--- config.mk ---
export PLATFORM = sky130hd
export DESIGN_NAME = branch_fu_flat
export DESIGN_NICKNAME = d
export VERILOG_FILES = /design/src/rtl/branch_fu_if.sv /design/src/rtl/branch_fu.sv /design/src/flat_wrapper.sv
export SDC_FILE = /design/constraint.sdc
export NUM_CORES = 1
export LEC_CHECK = 0
export BUFFER_PORTS_ARGS = -buffer_cell sky130_fd_sc_hd__buf_4
export CAP_MARGIN = 20
export CELL_PAD_IN_SITES_DETAIL_PLACEMENT = 1
export CELL_PAD_IN_SITES_GLOBAL_PLACEMENT = 2
export CORE_ASPECT_RATIO = 0.9
export CORE_UTILIZATION = 32
export CTS_CLUSTER_SIZE = 40
export DETAILED_ROUTE_END_ITERATION = 7
export PLACE_DENSITY_LB_ADDON = 0.25
export SLEW_MARGIN = 20
export SYNTH_ARGS = -nofsm -noshare
export SYNTH_HDL_FRONTEND = slang
export SYNTH_SLANG_ARGS = --single-unit
--- constraint.sdc ---
create_clock -name clk -period 5.7 [get_ports clk]
set_clock_uncertainty 0.05 [all_clocks]
set_input_delay 0.285 -clock clk [delete_from_list [all_inputs] [get_ports clk]]
set_output_delay 0.285 -clock clk [all_outputs]
set_load 0.02 [all_outputs]
--- src/rtl/branch_fu_if.sv ---
// rtl/branch_fu_if.sv - branch FU bundle: RS issue/resp handshake, flush, CDB lane 3 outputs
interface branch_fu_if #(
  parameter int ROB_DEPTH = 4
);
  localparam int TW = $clog2(ROB_DEPTH);

  // Pipeline control and RS issue side
  logic          flush;
  logic          comp_issue;
  logic [TW-1:0] tag_dest_in;
  logic [31:0]   instr_in;
  logic [31:0]   data_A_in;
  logic [31:0]   data_B_in;
  logic [31:0]   pc_in;
  logic [31:0]   imm_in;
  logic          resp;

  // CDB lane and branch resolution side
  logic          cdb_req;
  logic          cdb_gnt;
  logic          cdb_valid;
  logic [TW-1:0] cdb_tag;
  logic [31:0]   cdb_data;
  logic          br_taken;
  logic [31:0]   br_target;
  logic          busy;

  // Environment view: reservation station, CDB arbiter and flush source
  modport master (
    output flush, comp_issue, tag_dest_in, instr_in, data_A_in, data_B_in,
           pc_in, imm_in, cdb_gnt,
    input  resp, cdb_req, cdb_valid, cdb_tag, cdb_data, br_taken, br_target,
           busy
  );

  // Functional unit view
  modport slave (
    input  flush, comp_issue, tag_dest_in, instr_in, data_A_in, data_B_in,
           pc_in, imm_in, cdb_gnt,
    output resp, cdb_req, cdb_valid, cdb_tag, cdb_data, br_taken, br_target,
           busy
  );
endinterface

--- src/rtl/branch_fu.sv ---
// rtl/branch_fu.sv - branch/jump resolution unit feeding CDB lane 3
module branch_fu #(
  parameter int ROB_DEPTH = 4
) (
  input  logic        clk,
  input  logic        rst,
  branch_fu_if.slave  bus
);
  localparam int TW = $clog2(ROB_DEPTH);

  localparam logic [6:0] OP_BRANCH = 7'b1100011;
  localparam logic [6:0] OP_JAL    = 7'b1101111;
  localparam logic [6:0] OP_JALR   = 7'b1100111;

  typedef enum logic [1:0] {
    IDLE  = 2'd0,
    EXEC  = 2'd1,
    BCAST = 2'd2
  } state_t;

  state_t        state_q, state_d;
  logic          capture;
  logic          bcast;

  // Operand registers; only the opcode and funct3 fields of the word matter
  logic [TW-1:0] tag_q;
  logic [6:0]    op_q;
  logic [2:0]    f3_q;
  logic [31:0]   a_q, b_q, pc_q, imm_q;

  // Resolved results, held for the whole broadcast residency
  logic          taken_q, taken_d;
  logic [31:0]   target_q, target_d;
  logic [31:0]   data_q, data_d;

  // Arithmetic shared by the resolution logic (all modulo 2^32)
  logic [31:0]   pc_plus_imm, pc_plus_4, jalr_target;
  logic          eq, lt_s, lt_u;

  // State register
  always_ff @(posedge clk or posedge rst) begin
    if (rst) begin
      state_q <= IDLE;
    end else begin
      state_q <= state_d;
    end
  end

  // Next state, capture strobe and CDB handshake; flush wins over grant
  always_comb begin
    state_d     = state_q;
    capture     = 1'b0;
    bus.cdb_req = 1'b0;
    bus.resp    = 1'b0;
    case (state_q)
      IDLE: begin
        if (bus.comp_issue && !bus.flush) begin
          capture = 1'b1;
          state_d = EXEC;
        end
      end
      EXEC: begin
        state_d = bus.flush ? IDLE : BCAST;
      end
      BCAST: begin
        bus.cdb_req = 1'b1;
        if (bus.flush) begin
          state_d = IDLE;
        end else if (bus.cdb_gnt) begin
          bus.resp = 1'b1;
          state_d  = IDLE;
        end
      end
      default: state_d = IDLE;
    endcase
  end

  // Operand capture when an issue is accepted in IDLE
  always_ff @(posedge clk or posedge rst) begin
    if (rst) begin
      tag_q <= '0;
      op_q  <= '0;
      f3_q  <= '0;
      a_q   <= '0;
      b_q   <= '0;
      pc_q  <= '0;
      imm_q <= '0;
    end else if (capture) begin
      tag_q <= bus.tag_dest_in;
      op_q  <= bus.instr_in[6:0];
      f3_q  <= bus.instr_in[14:12];
      a_q   <= bus.data_A_in;
      b_q   <= bus.data_B_in;
      pc_q  <= bus.pc_in;
      imm_q <= bus.imm_in;
    end
  end

  assign pc_plus_imm = pc_q + imm_q;
  assign pc_plus_4   = pc_q + 32'd4;
  assign jalr_target = (a_q + imm_q) & ~32'h1;
  assign eq          = (a_q == b_q);
  assign lt_s        = ($signed(a_q) < $signed(b_q));
  assign lt_u        = (a_q < b_q);

  // Resolve taken/target/link; unknown encodings fall through as not-taken
  always_comb begin
    taken_d  = 1'b0;
    target_d = pc_plus_4;
    data_d   = 32'h0;
    case (op_q)
      OP_BRANCH: begin
        case (f3_q)
          3'b000:  taken_d = eq;
          3'b001:  taken_d = !eq;
          3'b100:  taken_d = lt_s;
          3'b101:  taken_d = !lt_s;
          3'b110:  taken_d = lt_u;
          3'b111:  taken_d = !lt_u;
          default: taken_d = 1'b0;
        endcase
        if (taken_d) begin
          target_d = pc_plus_imm;
        end
      end
      OP_JAL: begin
        taken_d  = 1'b1;
        target_d = pc_plus_imm;
        data_d   = pc_plus_4;
      end
      OP_JALR: begin
        taken_d  = 1'b1;
        target_d = jalr_target;
        data_d   = pc_plus_4;
      end
      default: begin
        taken_d  = 1'b0;
        target_d = pc_plus_4;
        data_d   = 32'h0;
      end
    endcase
  end

  // Result registers load once, in EXEC, so BCAST outputs never move
  always_ff @(posedge clk or posedge rst) begin
    if (rst) begin
      taken_q  <= 1'b0;
      target_q <= '0;
      data_q   <= '0;
    end else if (state_q == EXEC) begin
      taken_q  <= taken_d;
      target_q <= target_d;
      data_q   <= data_d;
    end
  end

  assign bcast         = (state_q == BCAST);
  assign bus.cdb_valid = bus.resp;
  assign bus.cdb_tag   = bcast ? tag_q    : '0;
  assign bus.cdb_data  = bcast ? data_q   : '0;
  assign bus.br_taken  = bcast ? taken_q  : 1'b0;
  assign bus.br_target = bcast ? target_q : '0;
  assign bus.busy      = (state_q != IDLE);

endmodule

--- src/flat_wrapper.sv ---
// flat-port wrapper written by rule: the top's interface ports become plain ports
module branch_fu_flat 
#(
  parameter int ROB_DEPTH = 4
)
  (clk, rst, bus_flush, bus_comp_issue, bus_tag_dest_in, bus_instr_in, bus_data_A_in, bus_data_B_in, bus_pc_in, bus_imm_in, bus_cdb_gnt, bus_resp, bus_cdb_req, bus_cdb_valid, bus_cdb_tag, bus_cdb_data, bus_br_taken, bus_br_target, bus_busy);
  branch_fu_if #(.ROB_DEPTH(ROB_DEPTH)) bus_i ();
  input  logic clk;
  input  logic rst;
  input wire logic [$bits(bus_i.flush)-1:0] bus_flush;
  input wire logic [$bits(bus_i.comp_issue)-1:0] bus_comp_issue;
  input wire logic [$bits(bus_i.tag_dest_in)-1:0] bus_tag_dest_in;
  input wire logic [$bits(bus_i.instr_in)-1:0] bus_instr_in;
  input wire logic [$bits(bus_i.data_A_in)-1:0] bus_data_A_in;
  input wire logic [$bits(bus_i.data_B_in)-1:0] bus_data_B_in;
  input wire logic [$bits(bus_i.pc_in)-1:0] bus_pc_in;
  input wire logic [$bits(bus_i.imm_in)-1:0] bus_imm_in;
  input wire logic [$bits(bus_i.cdb_gnt)-1:0] bus_cdb_gnt;
  output wire logic [$bits(bus_i.resp)-1:0] bus_resp;
  output wire logic [$bits(bus_i.cdb_req)-1:0] bus_cdb_req;
  output wire logic [$bits(bus_i.cdb_valid)-1:0] bus_cdb_valid;
  output wire logic [$bits(bus_i.cdb_tag)-1:0] bus_cdb_tag;
  output wire logic [$bits(bus_i.cdb_data)-1:0] bus_cdb_data;
  output wire logic [$bits(bus_i.br_taken)-1:0] bus_br_taken;
  output wire logic [$bits(bus_i.br_target)-1:0] bus_br_target;
  output wire logic [$bits(bus_i.busy)-1:0] bus_busy;
  assign bus_i.flush = bus_flush;
  assign bus_i.comp_issue = bus_comp_issue;
  assign bus_i.tag_dest_in = bus_tag_dest_in;
  assign bus_i.instr_in = bus_instr_in;
  assign bus_i.data_A_in = bus_data_A_in;
  assign bus_i.data_B_in = bus_data_B_in;
  assign bus_i.pc_in = bus_pc_in;
  assign bus_i.imm_in = bus_imm_in;
  assign bus_i.cdb_gnt = bus_cdb_gnt;
  assign bus_resp = bus_i.resp;
  assign bus_cdb_req = bus_i.cdb_req;
  assign bus_cdb_valid = bus_i.cdb_valid;
  assign bus_cdb_tag = bus_i.cdb_tag;
  assign bus_cdb_data = bus_i.cdb_data;
  assign bus_br_taken = bus_i.br_taken;
  assign bus_br_target = bus_i.br_target;
  assign bus_busy = bus_i.busy;
  branch_fu #(.ROB_DEPTH(ROB_DEPTH)) u_core (.clk(clk), .rst(rst), .bus(bus_i));
endmodule
# Word-level counts from Yosys, hierarchy flattened
# Cells that the tools add are included.
word_totals:
  output_inout_bits: 71
  ff_bits: 207
  elab_cells: 60
  in_bits: 167
classes:
  n_mux: 21
  n_eq_ne: 13
  add_sub_neg: 3
  n_lt_le_gt_ge: 2
  n_reduce_logical: 10
op_table:
  columns: ["cell", "n"]
  rows:
  - ["32-bit 2-to-1 mux", 4]
  - ["32-bit one-hot mux with 3 select lines", 1]
  - ["32-bit adder", 2]
  - ["32-bit < comparator", 2]
  - ["32-bit by 3-bit adder with 32-bit output (second input constant)", 1]
  - ["32-bit equality test", 1]
  - ["7-bit equality test (second input constant)", 3]
  - ["3-bit equality test (second input constant)", 4]
  - ["2-bit 2-to-1 mux", 5]
  - ["1-bit 2-to-1 mux", 8]
  - ["1-bit one-hot mux with 6 select lines", 1]
  - ["2-bit one-hot mux with 3 select lines", 1]
  - ["1-bit zero test", 4]
  - ["3-bit by 1-bit equality test with 1-bit output (second input constant)", 1]
  - ["3-bit zero test", 1]
  - ["3-bit != test (second input constant)", 1]
  - ["2-bit by 1-bit equality test with 1-bit output (second input constant)", 1]
  - ["2-bit equality test (second input constant)", 1]
  - ["2-bit zero test", 1]
  - ["2-bit by 1-bit != test with 1-bit output (second input constant)", 1]
  - ["1-bit one-hot mux with 2 select lines", 1]
  - ["2-bit AND reduction", 1]
  - ["2-bit nonzero test", 1]
  - ["2-bit OR reduction", 1]
  - ["1-bit logical AND", 1]

# Logic depth before layout (Yosys ltp)
# Gate-level depths: netlist of run 1.
logic_depth:
  ltp_word: 6
  ltp_mapped: 12
  depth_no_buf: 10

# Worst setup path before layout of run 1
# OpenSTA, ideal clock, no wires.
synth_path:
  kind: "flip-flop to flip-flop"
  start: "register u_core.pc_q[0]"
  end: "register u_core.target_q[30]"
  period_less_slack_ns: 2.894
  stages_incl_launch_ff: 11
  n_path_buf: 0
  t_arrival_ns: 2.718
  required_ns: 5.524
  setup_time_ns: 0.126
  path_slack_ns: 2.806
  cell_sequence: "dfrtp_1 -> ha_1 -> fa_1 -> a211oi_1 -> nor2_1 -> o311ai_0 -> a21oi_1 -> nor3_1 -> o21ba_2 -> nor3b_1 -> o32a_1"
synth_between:
  elab_chain_len: 3
  word_cells_on_any_way: 4
  cone_classes: "add/sub: 2; mux: 2"
synth_lines:
  columns: ["element", "line", "text"]
  rows:
  - ["start: declaration", "branch_fu.sv:29", "logic [31:0] a_q, b_q, pc_q, imm_q;"]
  - ["start signal: assignment", "branch_fu.sv:94", "pc_q <= bus.pc_in;"]
  - ["32-bit by 3-bit adder with 32-bit output / 32-bit adder (equally long branches)", "branch_fu.sv:100, branch_fu.sv:99", null]
  - ["32-bit 2-to-1 mux", "branch_fu.sv:122", "if (taken_d) begin"]
  - ["32-bit one-hot mux with 3 select lines (*)", "branch_fu.sv:111", "case (op_q)"]
  - ["end signal: assignment", "branch_fu.sv:152", "target_q <= target_d;"]
  - ["end: declaration", "branch_fu.sv:33", "logic [31:0] target_q, target_d;"]
# Mark *: on every way between the ends. The rest lies on a longest branch, timed or not.
# A chain may end at the register's enable or synchronous reset.

# Worst setup path after layout of run 1
layout_path:
  start: "register u_core.a_q[31]"
  end: "register u_core.target_q[30]"
layout_between:
  elab_chain_len: 6
  word_cells_on_any_way: 10
  cone_classes: "order compare: 2; eq/ne: 1; mux: 4; reduce/logical: 3"
layout_lines:
  columns: ["element", "line", "text"]
  rows:
  - ["start: declaration", "branch_fu.sv:29", null]
  - ["start signal: assignment", "branch_fu.sv:92", "a_q <= bus.data_A_in;"]
  - ["32-bit < comparator (tied with other cells)", "branch_fu.sv:104", "assign lt_u = (a_q < b_q);"]
  - ["1-bit zero test (on tied branches)", "branch_fu.sv:119, branch_fu.sv:115, branch_fu.sv:117", null]
  - ["1-bit one-hot mux with 6 select lines (*)", "branch_fu.sv:113", "case (f3_q)"]
  - ["1-bit 2-to-1 mux (*)", "branch_fu.sv:111", null]
  - ["32-bit 2-to-1 mux (*)", "branch_fu.sv:122", null]
  - ["32-bit one-hot mux with 3 select lines (*)", "branch_fu.sv:111", null]
# Mark *: on every way between the ends. The rest lies on a longest branch, timed or not. The select of a mux whose other input is x is not followed.

==> flow_summary.yaml, run 1 <==
final_layout:
  syn2layout_area_growth_pct: 33.3
  layout-drive-gt1-share_pct: 22.8
  fillers: 4637
  layout.nets: 1976
  fin_area_mm2: 0.0176
  regArea_mm2: 0.00518
  multi_input_area_mm2: 0.00758
critical_path:
  cp_max_fo: 17
  critPathCaptureType: "flip-flop"
  critPathLaunchType: "flip-flop"
  slowest_stage: "nor3_1"
  required_ns: 6.06
  crit_type: "flip-flop to flip-flop"
  crit_chain: "ha_1 > nand4_2 > nor4_1 > nand4_1 > xor2_1 > nor3_1 > o31a_2 > o21ai_1 > o32a_1"
  cp.arrival_ns: 4.45
  slowest_delay_ns: 0.75
timing:
  rsz0062_at_grt: "false"
  hold_violations: 0
  setup_tns_ns: 0
  slew_viol_final: 0
  period_minus_slack_ns: 4.09
  fmax_mhz: 245
  timing.slew.headroom_pct: 29.8
  finalSetupViolations: 0
  worstMarginPinSlew_ns: 1.05
  whs_ns: 0.261
  period_share_pct: 71.7
global_routing:
  track_usage_pct: 21.6
  grt_overflow: 0
  grt_pass1_vias: 12107
  antenna_found_initial: 0
  grt_pass1_wl_mm: 71.0
  grt_max_degree: 171
pwr:
  p_comb_share_pct: 42.7
  switching_power_mw: 2.50
  p_total_mw: 6.35
  p_per_area_mw_per_mm2: 360
  p_leak_nw: 7.81
  clkPwrFrac_pct: 24.6
  seqPwrFrac_pct: 32.6
  peakVddDrop_mv: 0.154
  swShare_pct: 39.4
  intPower_mw: 3.85
synth:
  avgSynthCellArea_um2: 9.63
  syn-cell-area_mm2: 0.0132
  ys_warn_count: 0
  async_flop_share_pct: 100
  yosysSeqAreaShare_pct: 39.2
  ys_top_cells_by_count: "207 x dfrtp_1, 131 x nand2_1, 106 x mux2_2, 103 x o21ai_0, 94 x ha_1"
  ys_ff_latch: 207
  synthTopCellsByArea: "dfrtp_1 39%, mux2_2 9.0%, ha_1 8.9%"
  synthFlopType: "dfrtp_1"
  synth_top_area_share_pct: 39.2
  synth_edf_count: 0
  yosys.area.top_type: "dfrtp_1"
  synth_nets: 1636
  yosysMostFrequentCell: "dfrtp_1"
  synth_cells: 1373
  ys_types: 78
clocking:
  ctsHtreeMaxLevel: 1
  cts_made_buffers: 25
  cts_sinks: 207
  root_buffer: "clkbuf_16"
  insertion_delay_ns: 0.55
  clk_pin_slew_ns: 0.06
  cts_setup_buffers: 0
  clockBufferDepth: 3
  cts_tree: "done"
placement:
  gp_congestion: 0.871
  dpl_cell_area_mm2: 0.0154
  port_buffers: 215
  hpwl_mm: 33.7
drt:
  first_iter_violations: 616
  wl_per_cell_um: 20.1
  post-route-drc-count: 0
  detail_route.wirelength_mm: 45.7
  vias_per_cell: 5.17
  dr.pass1.iters: 5
  vias: 11744
  detail-route-antenna-nets: 0
floorplan:
  fp.dieH_um: 195
  die_w_um: 216
  initial_utilization_pct: 32.5
  io_pins: 238
  fp-row-count: 70
  core_mm2: 0.0406
  dieArea_mm2: 0.0421
outcome:
  status: "finished clean"
hold_path:
  hold_class: "primary input to asynchronous set/reset pin"
run:
  drv_cap: 0
[critical path, delay by kind of cell (launching register included)]
| kind | cells | cell delay (ns) |
|---|---|---|
| and+or+nand+nor | 4 | 1.79 |
| xor gates and xnor gates | 1 | 0.19 |
| AOI/OAI and AO/OA | 3 | 1.06 |
| DFF | 1 | 0.42 |
| adders and majority gates | 1 | 0.41 |
[final timing paths]
kind | start | endpoint | slack, ns | cells past startpoint
worst max-delay path | u_core.a_q[31] | u_core.target_q[30] | 1.61 | 9
worst min-delay path | rst | u_core.op_q[1] | 0.26 | 3
worst max register to register | u_core.a_q[31] | u_core.target_q[30] | 1.61 | 9
worst min register to register | u_core.data_q[6] | u_core.data_q[6] | 0.42 | 2
max in group asynchronous | rst | u_core.target_q[29] | 4.09 | 4
min in group clk | bus_comp_issue | u_core.state_q[0] | 0.34 | 3
[cell type report]
type                       instances  area share (%)
multi-input combinational       1059            43.0
sequential                       207            29.4
timing repair buffer             368            18.1
clock buffer                      38            4.17
tap                              540            3.83
inverter                          52            1.13
clock inverter                     6           0.334
antenna                            1          0.0142
[per-stage QoR]
| stage | utilization (%) | cells | setup WS, ns |
|---|---|---|---|
| after global routing | 43.3 | 2270 | 1.40 |
| after global placement | 37.7 | 2081 | 1.63 |
| after CTS | 43.3 | 2270 | 1.55 |
| final | 43.4 | 2271 | 1.61 |
| after detailed placement | 37.9 | 2083 | 1.59 |
| after floorplan | - | 1373 | 2.68 |
[sequential cells by signal, summed over array words and instances (netlist names)]
register,flops
u_core.imm_q,32
u_core.data_q,32
u_core.pc_q,32
u_core.b_q,32
u_core.op_q,7
u_core.state_q,2
u_core.taken_q,1
u_core.target_q,32
u_core.f3_q,3
u_core.a_q,32
u_core.tag_q,2
[logic make-up after synthesis]
kind of cell | Yosys count | synth area share [%]
AO/OA/AOI/OAI | 361 | 18.1
XOR/XNOR | 72 | 4.77
adder cells (fa/ha/maj) | 96 | 9.20
buffers and inverters | 107 | 3.59
flip-flops | 207 | 39.2
multiplexers | 109 | 9.26
AND/OR/NAND/NOR | 421 | 15.9
[routing by layer]
layer	track usage [%]	part of all wire, %
met1	33.1	52
met2	32.6	43
met5	0	0
met3	2.57	3.6
met4	3.65	1.5
[layout by cell type, fill, tap and decap left out, drive strengths merged, types with 12 or more instances in the layout]
cell type / synthesis / layout
nand3: 34 / 34
ha: 94 / 94
inv: 52 / 52
a31oi: 16 / 16
dlygate4sd3: 0 / 143
nor2: 76 / 76
nand4: 19 / 19
a21oi: 81 / 81
a21o: 27 / 27
and3: 13 / 13
xnor2: 48 / 48
clkbuf: 44 / 38
o21a: 12 / 12
nor3: 20 / 20
and2: 72 / 72
xor2: 24 / 24
dfrtp: 207 / 207
mux2: 106 / 106
buf: 11 / 225
o21ai: 108 / 108
nand2: 131 / 131
[power groups by stage]
stage                     registers [mW]  clock network, mW  logic (mW)
after floorplan                     1.93                  0        1.89
after global placement              2.09                  0        2.56
after detailed placement            2.10                  0        2.61
after CTS                           2.07               1.62        2.70
after global routing                2.11               1.67        3.01
final                               2.07               1.56        2.71
[what timing repair did]
action                                  4_1_cts  5_1_grt
endpoints found under the setup margin        0        0
hold buffers                                143        0
gates resized for setup                       0        0
hold endpoints to repair                    156        0
Power figures use the tool's default switching activity.
==> inputs of run 2 (changes only) <==
--- a/config.mk
+++ b/config.mk
@@ -10,7 +10,7 @@
 export CELL_PAD_IN_SITES_DETAIL_PLACEMENT = 1
 export CELL_PAD_IN_SITES_GLOBAL_PLACEMENT = 2
 export CORE_ASPECT_RATIO = 0.9
-export CORE_UTILIZATION = 32
+export CORE_UTILIZATION = 35
 export CTS_CLUSTER_SIZE = 40
 export DETAILED_ROUTE_END_ITERATION = 7
 export PLACE_DENSITY_LB_ADDON = 0.25
==> constraint.sdc (replaced) <==
create_clock -name clk -period 3.9 [get_ports clk]
set_clock_uncertainty 0.05 [all_clocks]
set_input_delay 0.195 -clock clk [delete_from_list [all_inputs] [get_ports clk]]
set_output_delay 0.195 -clock clk [all_outputs]
set_load 0.02 [all_outputs]
==> run 2 against run 1 <==
- the run now ends with design-rule violations left
- global-route usage up 1.9 points
- final area up 0.84%
- count of clock-buffer cells in the layout up 1
- first-iteration DRC count up 7.3%
- critical path depth up 2
- combinational power up 49%
- highest routed layer unchanged
==> flow_summary.yaml, run 2 (synthesis gave the netlist of run 1 again) <==
clocking:
  clockBufferDepth: 3
  cts_resized: 0
  cts_made_buffers: 26
  cts_tree: "done"
  insertion_delay_ns: 0.55
  root_buffer: "clkbuf_16"
  cts_hold_buffers: 143
  cts_setup_buffers: 0
  clk_pin_slew_ns: 0.06
  ctsHtreeMaxLevel: 1
  cts_sinks: 207
timing:
  setup_tns_ns: 0
  whs_ns: 0.132
  hold_violations: 0
  timing.slew.headroom_pct: 41.6
  finalSetupViolations: 0
  slew_viol_final: 0
  period_minus_slack_ns: 3.33
  fmax_mhz: 301
  worstMarginPinSlew_ns: 0.877
  rsz0062_at_grt: "false"
  setup_ws_ns: 0.574
  period_share_pct: 85.3
floorplan:
  io_pins: 238
  dieArea_mm2: 0.0386
  fp-row-count: 67
  core_mm2: 0.0372
  initial_utilization_pct: 35.5
  fp.dieH_um: 186
  die_w_um: 207
critical_path:
  rr_endpoint: "u_core.target_q[27]"
  slowest_stage: "dfrtp_1"
  critPathCaptureType: "flip-flop"
  rr_worst_depth: 11
  r2r_slack_ns: 0.57
  required_ns: 4.26
  critPathLaunchType: "flip-flop"
  cp.arrival_ns: 3.69
  cp_max_fo: 24
  critPathLaunch: "u_core.a_q[31]"
  crit-reg2reg-launch: "u_core.a_q[31]"
  crit_type: "flip-flop to flip-flop"
  slowest_delay_ns: 0.41
  crit_chain: "ha_1 > nand4_2 > nor4_1 > buf_4 > nand4_1 > mux2i_1 > o31ai_1 > a21o_2 > buf_12 > a222oi_1 > o21ai_1"
outcome:
  violations: "design-rule violations"
  status: "finished, violations left"
hold_path:
  hold_class: "primary input to asynchronous set/reset pin"
placement:
  port_buffers: 215
  pre_cts_slack_ns: 0.580
  gp_congestion: 0.832
  hpwl_mm: 33.1
drt:
  vias: 11743
  first_iter_violations: 661
  post-route-drc-count: 14
  vias_per_cell: 5.26
  wl_per_cell_um: 20.2
  detail_route.wirelength_mm: 45.0
  dr.pass1.iters: 8
  detail-route-antenna-nets: 0
global_routing:
  grt_max_degree: 144
  antenna_found_initial: 0
  track_usage_pct: 23.5
  grt_pass1_wl_mm: 70.7
  grt_overflow: 0
  grt_pass1_vias: 12226
pwr:
  p_per_area_mw_per_mm2: 538
  p_leak_nw: 7.92
  peakVddDrop_mv: 0.316
final_layout:
  layout-drive-gt1-share_pct: 23.8
  diodes: 0
  layout_common_cells: "235 x buf_4, 207 x dfrtp_1, 143 x dlygate4sd3_1, 131 x nand2_1, 106 x mux2_2"
  final_common_cell: "buf_4"
  syn2layout_area_growth_pct: 34.4
  layout.nets: 1992
run:
  drv_cap: 0
## run 2: stage by stage
step	power (mW)	instances	instance area [µm²]	util, %
6_report	9.56	2232	17800	47.7
5_1_grt	10.2	2232	17800	47.7
4_1_cts	9.58	2231	17700	47.7
3_5_place_dp	6.91	2040	15400	41.4
3_3_place_gp	6.83	2040	15400	41.4
2_1_floorplan	5.58	1373	13200	-
## run 2: critical path: cells and delay by family, from the launching register on
kind	cells	cell delay (ns)
compound gates	4	0.87
simple gates	3	0.69
flops	1	0.41
fa+ha+maj	1	0.40
mux	1	0.39
buf+inv	2	0.37
## run 2: worst max path at each step
stage	end	slack [ns]	cells after the start
2_1_floorplan	u_core.a_q[0]	0.97	1
3_3_place_gp	u_core.target_q[5]	0.64	10
3_5_place_dp	u_core.target_q[9]	0.58	10
4_1_cts	u_core.target_q[9]	0.56	10
5_1_grt	u_core.target_q[31]	0.25	8
6_report	u_core.target_q[27]	0.57	11
## run 2: cell type report
type	instances	area (µm²)
fillers	4222	19500
multi-input cells	1059	7580
flip-flops and latches	207	5180
repair buffers	383	3300
clock buffers	39	779
well taps	483	604
inverters	52	199
clock inverters	9	118
## run 2: layer usage
| metal | global-route usage [%] | vias to the layer above | part of all wire, % |
|---|---|---|---|
| met3 | 2.72 | 39 | 4.3 |
| li1 | - | 5712 | - |
| met2 | 34.9 | 227 | 43 |
| met5 | 0 | - | 0 |
| met4 | 4.30 | 0 | 1.7 |
| met1 | 36.5 | 5765 | 51 |
## run 2: where the power goes
part | internal (mW) | total [mW] | switching, mW | leakage, nW
registers | 2.55 | 3.02 | 0.467 | 2.52
clock network | 1.51 | 2.50 | 0.989 | 0.431
logic | 1.74 | 4.04 | 2.29 | 4.97
==> inputs of run 3 (changes only) <==
--- a/config.mk
+++ b/config.mk
@@ -13,7 +13,7 @@
 export CORE_UTILIZATION = 35
 export CTS_CLUSTER_SIZE = 40
 export DETAILED_ROUTE_END_ITERATION = 7
-export PLACE_DENSITY_LB_ADDON = 0.25
+export PLACE_DENSITY = 0.89
 export SLEW_MARGIN = 20
 export SYNTH_ARGS = -nofsm -noshare
 export SYNTH_HDL_FRONTEND = slang
==> run 3 against run 2 <==
- via count is 0.83% higher
- first-iteration DRC count is 14% lower
- flip-flop and latch count stayed put
- final area is 0.83% lower
- non-clock buffer count is 1 lower
- sequential share of layout area is 0.24 points higher
- highest routed layer unchanged
- die area stayed put
- count of clock-buffer cells in the layout is 3 lower
- worst hold slack better by 0.029 ns
- fmax is 3.7% lower
- the run still ends with design-rule violations left
- setup slack worse by 0.13 ns
==> flow_summary.yaml, run 3 (synthesis gave the netlist of run 1 again) <==
floorplan:
  core_mm2: 0.0372
  initial_utilization_pct: 35.5
  fp-row-count: 67
  io_pins: 238
  fp.dieH_um: 186
  die_w_um: 207
  dieArea_mm2: 0.0386
drt:
  vias_per_cell: 5.32
  detail_route.wirelength_mm: 46.2
  first_iter_violations: 571
  detail-route-antenna-nets: 0
  post-route-drc-count: 13
  vias: 11841
  wl_per_cell_um: 20.7
  dr.pass1.iters: 7
final_layout:
  final_common_cell: "buf_4"
  syn2layout_area_growth_pct: 33.3
  fin_area_mm2: 0.0176
  layout-drive-gt1-share_pct: 23.4
  layout.nets: 1990
  layout_common_cells: "236 x buf_4, 207 x dfrtp_1, 143 x dlygate4sd3_1, 131 x nand2_1, 106 x mux2_2"
  fillers: 4199
  fin_cells: 2226
critical_path:
  required_ns: 4.28
  slowest_delay_ns: 0.58
  crit_cells: 9
  crit_chain: "ha_1 > nand4_2 > or4_1 > a31o_1 > a2111oi_4 > a21o_2 > buf_12 > nand4_1 > a31oi_1"
  cp.arrival_ns: 3.83
  critPathLaunchType: "flip-flop"
  rr_worst_depth: 9
  cp_max_fo: 25
  crit_buf_inv: 1
  critPathCaptureType: "flip-flop"
  slowest_stage: "a2111oi_4"
  crit_type: "flip-flop to flip-flop"
  critPathTopFamily: "compound AO/OA/AOI/OAI gates"
timing:
  finalSetupViolations: 0
  slew_viol_final: 0
  timing.slew.headroom_pct: 23.8
  setup_tns_ns: 0
  worstMarginPinSlew_ns: 1.14
  period_minus_slack_ns: 3.46
  period_share_pct: 88.6
  hold_violations: 0
  setup_ws_ns: 0.445
  rsz0062_at_grt: "false"
  fmax_mhz: 289
pwr:
  peakVddDrop_mv: 0.274
  switching_power_mw: 3.72
  swShare_pct: 39.7
  p_leak_nw: 7.86
  seqPwrFrac_pct: 32.4
  intPower_mw: 5.66
  clkPwrFrac_pct: 24.7
  p_per_area_mw_per_mm2: 533
  p_comb_share_pct: 42.9
outcome:
  status: "finished, violations left"
  violations: "design-rule violations"
run:
  drv_cap: 0
placement:
  dp_cells: 2040
  port_buffers: 215
  hpwl_mm: 33.3
  dpl_cell_area_mm2: 0.0154
  pre_cts_slack_ns: 0.437
  gp_congestion: 0.865
clocking:
  cts_resized: 0
  clockBufferDepth: 3
  insertion_delay_ns: 0.55
  cts_sinks: 207
  clk_pin_slew_ns: 0.06
  ctsHtreeMaxLevel: 1
  cts_made_buffers: 25
  cts_tree: "done"
  root_buffer: "clkbuf_16"
global_routing:
  grt_max_degree: 177
  grt_overflow: 0
  grt_pass1_vias: 12594
  track_usage_pct: 24.0
  antenna_found_initial: 1
  grt_pass1_wl_mm: 71.9
hold_path:
  hold_class: "primary input to asynchronous set/reset pin"
run 3: path summary, 6_finish.rpt:
path                                   startpoint                  end  slack, ns
worst max-delay path               u_core.a_q[31]  u_core.target_q[29]       0.44
worst min-delay path                          rst       u_core.op_q[4]       0.16
worst max register to register     u_core.a_q[31]  u_core.target_q[29]       0.44
worst min register to register  u_core.data_q[10]    u_core.data_q[10]       0.42
max in group asynchronous                     rst      u_core.pc_q[23]       2.45
min in group clk                   bus_comp_issue    u_core.state_q[0]       0.21
run 3: stage by stage:
| stage | power [mW] | hold WS, ns | utilization, % |
|---|---|---|---|
| after floorplan | 5.58 | 0.208 | - |
| after detailed placement | 6.89 | 0.141 | 41.4 |
| after global placement | 6.77 | 0.129 | 41.4 |
| after global routing | 9.98 | 0.192 | 47.3 |
| after CTS | 9.37 | 0.140 | 47.3 |
| final | 9.39 | 0.161 | 47.3 |
run 3: final cells by class:
| type | instances | area, µm² | share of cell area [%] |
|---|---|---|---|
| timing repair buffer | 382 | 3260 | 18.5 |
| antenna | 1 | 2.50 | 0.0142 |
| clock buffer | 36 | 707 | 4.01 |
| clock inverter | 6 | 80.1 | 0.455 |
| inverter | 52 | 199 | 1.13 |
| tap | 483 | 604 | 3.43 |
| multi-input combinational | 1059 | 7580 | 43.0 |
| sequential | 207 | 5180 | 29.4 |
run 3: power by group through the flow:
| stage | logic, mW | registers (mW) | clock network (mW) |
|---|---|---|---|
| after floorplan | 2.76 | 2.82 | 0 |
| after global placement | 3.73 | 3.04 | 0 |
| after detailed placement | 3.83 | 3.06 | 0 |
| after CTS | 3.97 | 3.03 | 2.38 |
| after global routing | 4.44 | 3.08 | 2.45 |
| final | 4.03 | 3.04 | 2.32 |
run 3: per-layer routing:
| layer | vias up | share of wire, % | GRT usage (%) |
|---|---|---|---|
| met2 | 275 | 44 | 36.9 |
| li1 | 5701 | - | - |
| met1 | 5797 | 48 | 35.1 |
| met4 | 0 | 2.5 | 6.60 |
| met3 | 68 | 5.1 | 3.23 |
| met5 | - | 0 | 0 |
run 3: worst register-to-register path: stages, from the launching register on:
cell       delay (ns)
dfrtp_1          0.43
ha_1             0.41
nand4_2          0.18
or4_1            0.57
a31o_1           0.25
a2111oi_4        0.58
a21o_2           0.33
buf_12           0.20
nand4_1          0.11
a31oi_1          0.23
run 3: what timing repair did:
| action | in CTS | in global routing |
|---|---|---|
| hold endpoints to repair | 152 | 0 |
| buffers inserted | 0 | 0 |
| hold buffers | 143 | 0 |
